`src/rtl/pipeline_pkg.sv`:
```
// Shared pipeline definitions for the fetch stage.
// Contents:
//   PipeWidth / PipeNopInstr - default datapath width and bubble encoding
//   fetch_state_e            - fetch FSM state encoding (StBoot, StFetch, StDiscard)
//   Rs*/Rt*                  - register-specifier field positions inside an instruction word
package pipeline_pkg;

    localparam int unsigned PipeWidth    = 32;
    localparam logic [31:0] PipeNopInstr = 32'h0000_0000;

    typedef enum logic [1:0] {
        StBoot    = 2'd0,
        StFetch   = 2'd1,
        StDiscard = 2'd2
    } fetch_state_e;

    localparam int unsigned RsMsb = 25;
    localparam int unsigned RsLsb = 21;
    localparam int unsigned RtMsb = 20;
    localparam int unsigned RtLsb = 16;

endpackage

```
`src/rtl/sat_counter.sv`:
```
// Saturating up-counter with synchronous active-high reset.
// Ports:
//   clk_i   - clock, rising edge
//   rst_i   - synchronous reset, clears the count
//   inc_i   - increment request for this cycle
//   count_o - current count, sticks at all-ones
module sat_counter #(
    parameter int unsigned CNT_W = 16
) (
    input  logic             clk_i,
    input  logic             rst_i,
    input  logic             inc_i,
    output logic [CNT_W-1:0] count_o
);

    logic [CNT_W-1:0] count_q, count_d;

    always_comb begin
        count_d = count_q;
        if (inc_i && (count_q != '1)) begin
            count_d = count_q + CNT_W'(1);
        end
    end

    always_ff @(posedge clk_i) begin
        if (rst_i) begin
            count_q <= '0;
        end else begin
            count_q <= count_d;
        end
    end

    assign count_o = count_q;

endmodule

```
`src/rtl/if_id_fetch_stage.sv`:
```
// Instruction-fetch stage: PC register, instruction-memory req/ready handshake
// and the IF/ID pipeline register, with saturating stall/flush counters.
// Ports:
//   clk_i, rst_i            - clock, synchronous active-high reset
//   pc_write_i              - 0 holds the PC (hazard unit stall)
//   if_id_write_i           - 0 holds the IF/ID register
//   redirect_i/_target_i    - branch/jump redirect from ID and its new PC
//   imem_ready_i/_data_i    - instruction memory response
//   imem_req_o/_addr_o      - fetch request and address (stable while waiting)
//   if_id_instr_o/_pc4_o    - registered instruction and its PC+4
//   if_id_valid_o           - IF/ID holds a real fetched instruction
//   if_id_rs/rt_addr_o      - register specifier fields of if_id_instr_o
//   stall_count_o           - cycles with pc_write_i=0, saturating
//   flush_count_o           - accepted redirects, saturating
module if_id_fetch_stage
    import pipeline_pkg::*;
#(
    parameter int unsigned      WIDTH     = PipeWidth,
    parameter logic [WIDTH-1:0] RESET_PC  = '0,
    parameter logic [WIDTH-1:0] NOP_INSTR = WIDTH'(PipeNopInstr),
    parameter int unsigned      CNT_W     = 16
) (
    input  logic             clk_i,
    input  logic             rst_i,
    input  logic             pc_write_i,
    input  logic             if_id_write_i,
    input  logic             redirect_i,
    input  logic [WIDTH-1:0] redirect_target_i,
    input  logic             imem_ready_i,
    input  logic [WIDTH-1:0] imem_data_i,
    output logic             imem_req_o,
    output logic [WIDTH-1:0] imem_addr_o,
    output logic [WIDTH-1:0] if_id_instr_o,
    output logic [WIDTH-1:0] if_id_pc4_o,
    output logic             if_id_valid_o,
    output logic [4:0]       if_id_rs_addr_o,
    output logic [4:0]       if_id_rt_addr_o,
    output logic [CNT_W-1:0] stall_count_o,
    output logic [CNT_W-1:0] flush_count_o
);

    fetch_state_e     state_q, state_d;
    logic [WIDTH-1:0] pc_q, pc_d;
    // Address of the access still in flight when a redirect arrived mid-wait.
    logic [WIDTH-1:0] hold_addr_q, hold_addr_d;
    logic [WIDTH-1:0] instr_q, instr_d;
    logic [WIDTH-1:0] pc4_q, pc4_d;
    logic             valid_q, valid_d;

    logic [WIDTH-1:0] pc_plus4;
    logic             accept;

    assign pc_plus4 = pc_q + WIDTH'(4);
    assign accept   = (state_q == StFetch) && imem_ready_i && pc_write_i && !redirect_i;

    always_comb begin
        state_d     = state_q;
        pc_d        = pc_q;
        hold_addr_d = hold_addr_q;
        instr_d     = instr_q;
        pc4_d       = pc4_q;
        valid_d     = valid_q;

        unique case (state_q)
            StBoot: begin
                state_d = StFetch;
            end
            StFetch: begin
                // The memory still owns the current address, so finish it off-path.
                if (redirect_i && !imem_ready_i) begin
                    state_d     = StDiscard;
                    hold_addr_d = pc_q;
                end
            end
            StDiscard: begin
                if (imem_ready_i) begin
                    state_d = StFetch;
                end
            end
            default: begin
                state_d = StBoot;
            end
        endcase

        if (redirect_i) begin
            pc_d = redirect_target_i;
        end else if (accept) begin
            pc_d = pc_plus4;
        end

        // A redirect flushes IF/ID regardless of the hazard unit's write enable.
        if (redirect_i || if_id_write_i) begin
            if (accept) begin
                instr_d = imem_data_i;
                pc4_d   = pc_plus4;
                valid_d = 1'b1;
            end else begin
                instr_d = NOP_INSTR;
                pc4_d   = '0;
                valid_d = 1'b0;
            end
        end
    end

    always_ff @(posedge clk_i) begin
        if (rst_i) begin
            state_q     <= StBoot;
            pc_q        <= RESET_PC;
            hold_addr_q <= RESET_PC;
            instr_q     <= NOP_INSTR;
            pc4_q       <= '0;
            valid_q     <= 1'b0;
        end else begin
            state_q     <= state_d;
            pc_q        <= pc_d;
            hold_addr_q <= hold_addr_d;
            instr_q     <= instr_d;
            pc4_q       <= pc4_d;
            valid_q     <= valid_d;
        end
    end

    assign imem_req_o      = (state_q != StBoot);
    assign imem_addr_o     = (state_q == StDiscard) ? hold_addr_q : pc_q;
    assign if_id_instr_o   = instr_q;
    assign if_id_pc4_o     = pc4_q;
    assign if_id_valid_o   = valid_q;
    assign if_id_rs_addr_o = instr_q[RsMsb:RsLsb];
    assign if_id_rt_addr_o = instr_q[RtMsb:RtLsb];

    sat_counter #(
        .CNT_W (CNT_W)
    ) u_stall_cnt (
        .clk_i   (clk_i),
        .rst_i   (rst_i),
        .inc_i   (!pc_write_i),
        .count_o (stall_count_o)
    );

    sat_counter #(
        .CNT_W (CNT_W)
    ) u_flush_cnt (
        .clk_i   (clk_i),
        .rst_i   (rst_i),
        .inc_i   (redirect_i),
        .count_o (flush_count_o)
    );

endmodule
```
`config.mk`:
```
export PLATFORM = sky130hd
export DESIGN_NAME = if_id_fetch_stage
export DESIGN_NICKNAME = d
export VERILOG_FILES = /design/src/rtl/pipeline_pkg.sv /design/src/rtl/sat_counter.sv /design/src/rtl/if_id_fetch_stage.sv
export SDC_FILE = /design/constraint.sdc
export NUM_CORES = 1
export LEC_CHECK = 0
export ABC_AREA = 0
export CORE_ASPECT_RATIO = 1.2
export CORE_MARGIN = 4
export CORE_UTILIZATION = 48
export CTS_CLUSTER_SIZE = 14
export DETAILED_ROUTE_END_ITERATION = 16
export PLACE_DENSITY_LB_ADDON = 0.1
export SYNTH_ARGS = -nofsm -noshare
export SYNTH_HDL_FRONTEND = slang
export SYNTH_SLANG_ARGS = --single-unit
```
`constraint.sdc`:
```
create_clock -name clk_i -period 2.6 [get_ports clk_i]
set_input_delay 0.52 -clock clk_i [delete_from_list [all_inputs] [get_ports clk_i]]
set_output_delay 0.52 -clock clk_i [all_outputs]
set_load 0.01 [all_outputs]
```
==> out/metrics.cfg <==
[global_routing]
use_met2=0.393
met3_usage=0.0770
grt.met1_usage=0.274
grt_antenna_before_repair=0
busiest_layer=met2
grt_max_degree=64
grt_usage=0.231
grt_pass1_wl_mm=32.8
grt_overflow=0
grt_pass1_vias=6563

[placed_design]
port_buffers=209
hpwlAfterDp_mm=14.4
gp_congestion=0.844

[clocking]
htreeDepth=4
numCtsBuffers=17
cts_tree=built
cts_root_buf=clkbuf_16
clk-insertion-delay-late_ns=0.42
clk_path_buf_depth=2
clk_pin_slew_ns=0.06
cts_sinks=163

[outcome]
outcome=completed

[synthesis]
yosysWarnings=0
synth.avg_cell_area_um2=8.66
ys.flop_type=dfxtp_1
synthArstFlopShare=0
synth_area_um2=7490
synth_seq_area_share=0.435
synth_edf_count=0
synth.ff_latch_count=163
synth_cells=865
syn-num-nets=938
synth.distinct_cells=48

[setup_path]
r2r_start=pc_q[2]$_SDFFE_PP0P_
cp-startpoint=state_q[1]$_SDFFE_PP0P_
arrival_ns=1.99
end_kind=output pin
critPathLaunchType=flip-flop
path_class=reg2out
crit_fanout=9
crit_required_ns=2.08

[timing]
worst_pin_slew_ns=1.06
skew_ns=0.00686
setup_viol=0
max_freq_ghz=0.398
fin_crit_ns=2.51
rsz0062_at_grt=no
maxSlewHeadroom=0.291
hold_violations=0
holdWs_ns=0.451
timing.final.max_slew_violations=0
fin_crit_sh=0.965

[final_layout]
mostFrequentLayoutCells=186 x clkdlybuf4s50_1, 161 x dfxtp_1, 110 x nor2_1
multi_input_area_um2=3840
nets=1109
layout-drive-gt1-share=0.0953
areaGrowthSynthToFinish_pct=38.2
regArea_um2=3270
final_common_cell=clkdlybuf4s50_1
postLayoutCoreUtil=0.684
n_antenna_cell=0
nFillCells=1268

[power]
powerDensity_nw_per_um2=543
irDropWorstVdd_mv=0.415
finalPower_uw=5630
power_leakage_uw=0.00390

[hold_path]
hold_class=reg2reg
min_from=hold_addr_q[28]$_SDFFE_PP0P_

[detailed_routing]
vias=6744
drtPass1Iterations=5
wl_mm=20.4
viasPerCell=5.38
dr.first_iter.drc_count=391
ant_nets=0
wl_per_cell_um=16.3
drc=0

[floorplan]
start_util=0.495
fp.coreArea_um2=15100
die_height_um=145
dieArea_um2=17700
row_count=49
die_x_um=122
ios=210

[flow_run]
cap_viol_max_count=0

==> critical path: stages, from the launching register on <==
cell             delay (ns)
dfxtp_4                0.37
nor2b_4                0.21
buf_6                  0.17
mux2_2                 0.35
clkdlybuf4s50_1        0.48
==> synthesized netlist by cell type (14+ instances only) <==
library cell	instances	share of area
nor2_1	111	0.056
clkbuf_1	50	0.025
a211oi_1	22	0.022
nand3_1	25	0.017
xnor2_1	49	0.057
a22o_1	23	0.027
nand4_1	21	0.018
nor3_1	14	0.0093
mux2_2	30	0.045
a21oi_1	47	0.031
nand2_1	102	0.051
xor2_1	29	0.034
a22oi_1	41	0.041
dfxtp_1	163	0.44
==> logic make-up after synthesis <==
kind of cell             count (synthesis)  synth area share
multiplexers                            38            0.0558
flip-flops                             163             0.435
AND/OR/NAND/NOR                        339             0.218
AO/OA/AOI/OAI                          154             0.139
adder cells (fa/ha/maj)                  3           0.00501
buffers and inverters                   90            0.0549
XOR/XNOR                                78            0.0912
==> timing repair <==
action | 4_1_cts | 5_1_grt
setup endpoints to repair | 29 | 29
cloned | 0 | 0
hold buffers | 0 | 0
buffers inserted | 1 | 0
resized for setup | 4 | 22
==> path summary, 6_finish.rpt <==
path / to / slack [ns] / cells past startpoint
worst max-delay path: imem_addr_o[30] / 0.09 / 4
worst min-delay path: hold_addr_q[28]$_SDFFE_PP0P_ / 0.45 / 2
worst max register to register: pc_q[18]$_SDFFE_PP0P_ / 0.54 / 5
worst min register to register: hold_addr_q[28]$_SDFFE_PP0P_ / 0.45 / 2
==> per-stage QoR <==
stage / area (um2) / setup TNS, ns / setup WS, ns / instances
2_1_floorplan: 7490 / 0 / 0.573 / 865
3_3_place_gp: 9710 / 0 / 0.00785 / 1220
3_5_place_dp: 9710 / -0.0328 / -0.0178 / 1220
4_1_cts: 10300 / -0.0000995 / -0.0000995 / 1253
5_1_grt: 10400 / 0 / 0.0143 / 1253
6_report: 10400 / 0 / 0.0901 / 1253
==> final cells by class <==
cell class / instances / share of cell area
multi-input combinational: 612 / 0.371
sequential: 163 / 0.315
timing repair buffer: 235 / 0.230
clock buffer: 24 / 0.0465
tap: 204 / 0.0246
clock inverter: 8 / 0.00978
inverter: 7 / 0.00254
==> registers in the layout, summed over array words and instances, names as in the netlist <==
name and count:
hold_addr_q 32, if_id_instr_o 32, if_id_pc4_o 32, if_id_valid_o 1, pc_q 32, state_q 2, u_flush_cnt.count_o 16, u_stall_cnt.count_o 16
==> layer usage <==
metal | part of all wire | wire length, um
met3 | 0.075 | 1540
met1 | 0.42 | 8620
met5 | 0 | 0
met2 | 0.48 | 9910
met4 | 0.018 | 374
==> power by group <==
group	leakage, uW	internal, uW	switching [uW]
Clock	0.000276	1490	971
Sequential	0.00132	2550	91.0
Combinational	0.00230	287	236
No activity file was read; power rests on OpenSTA's default activity.
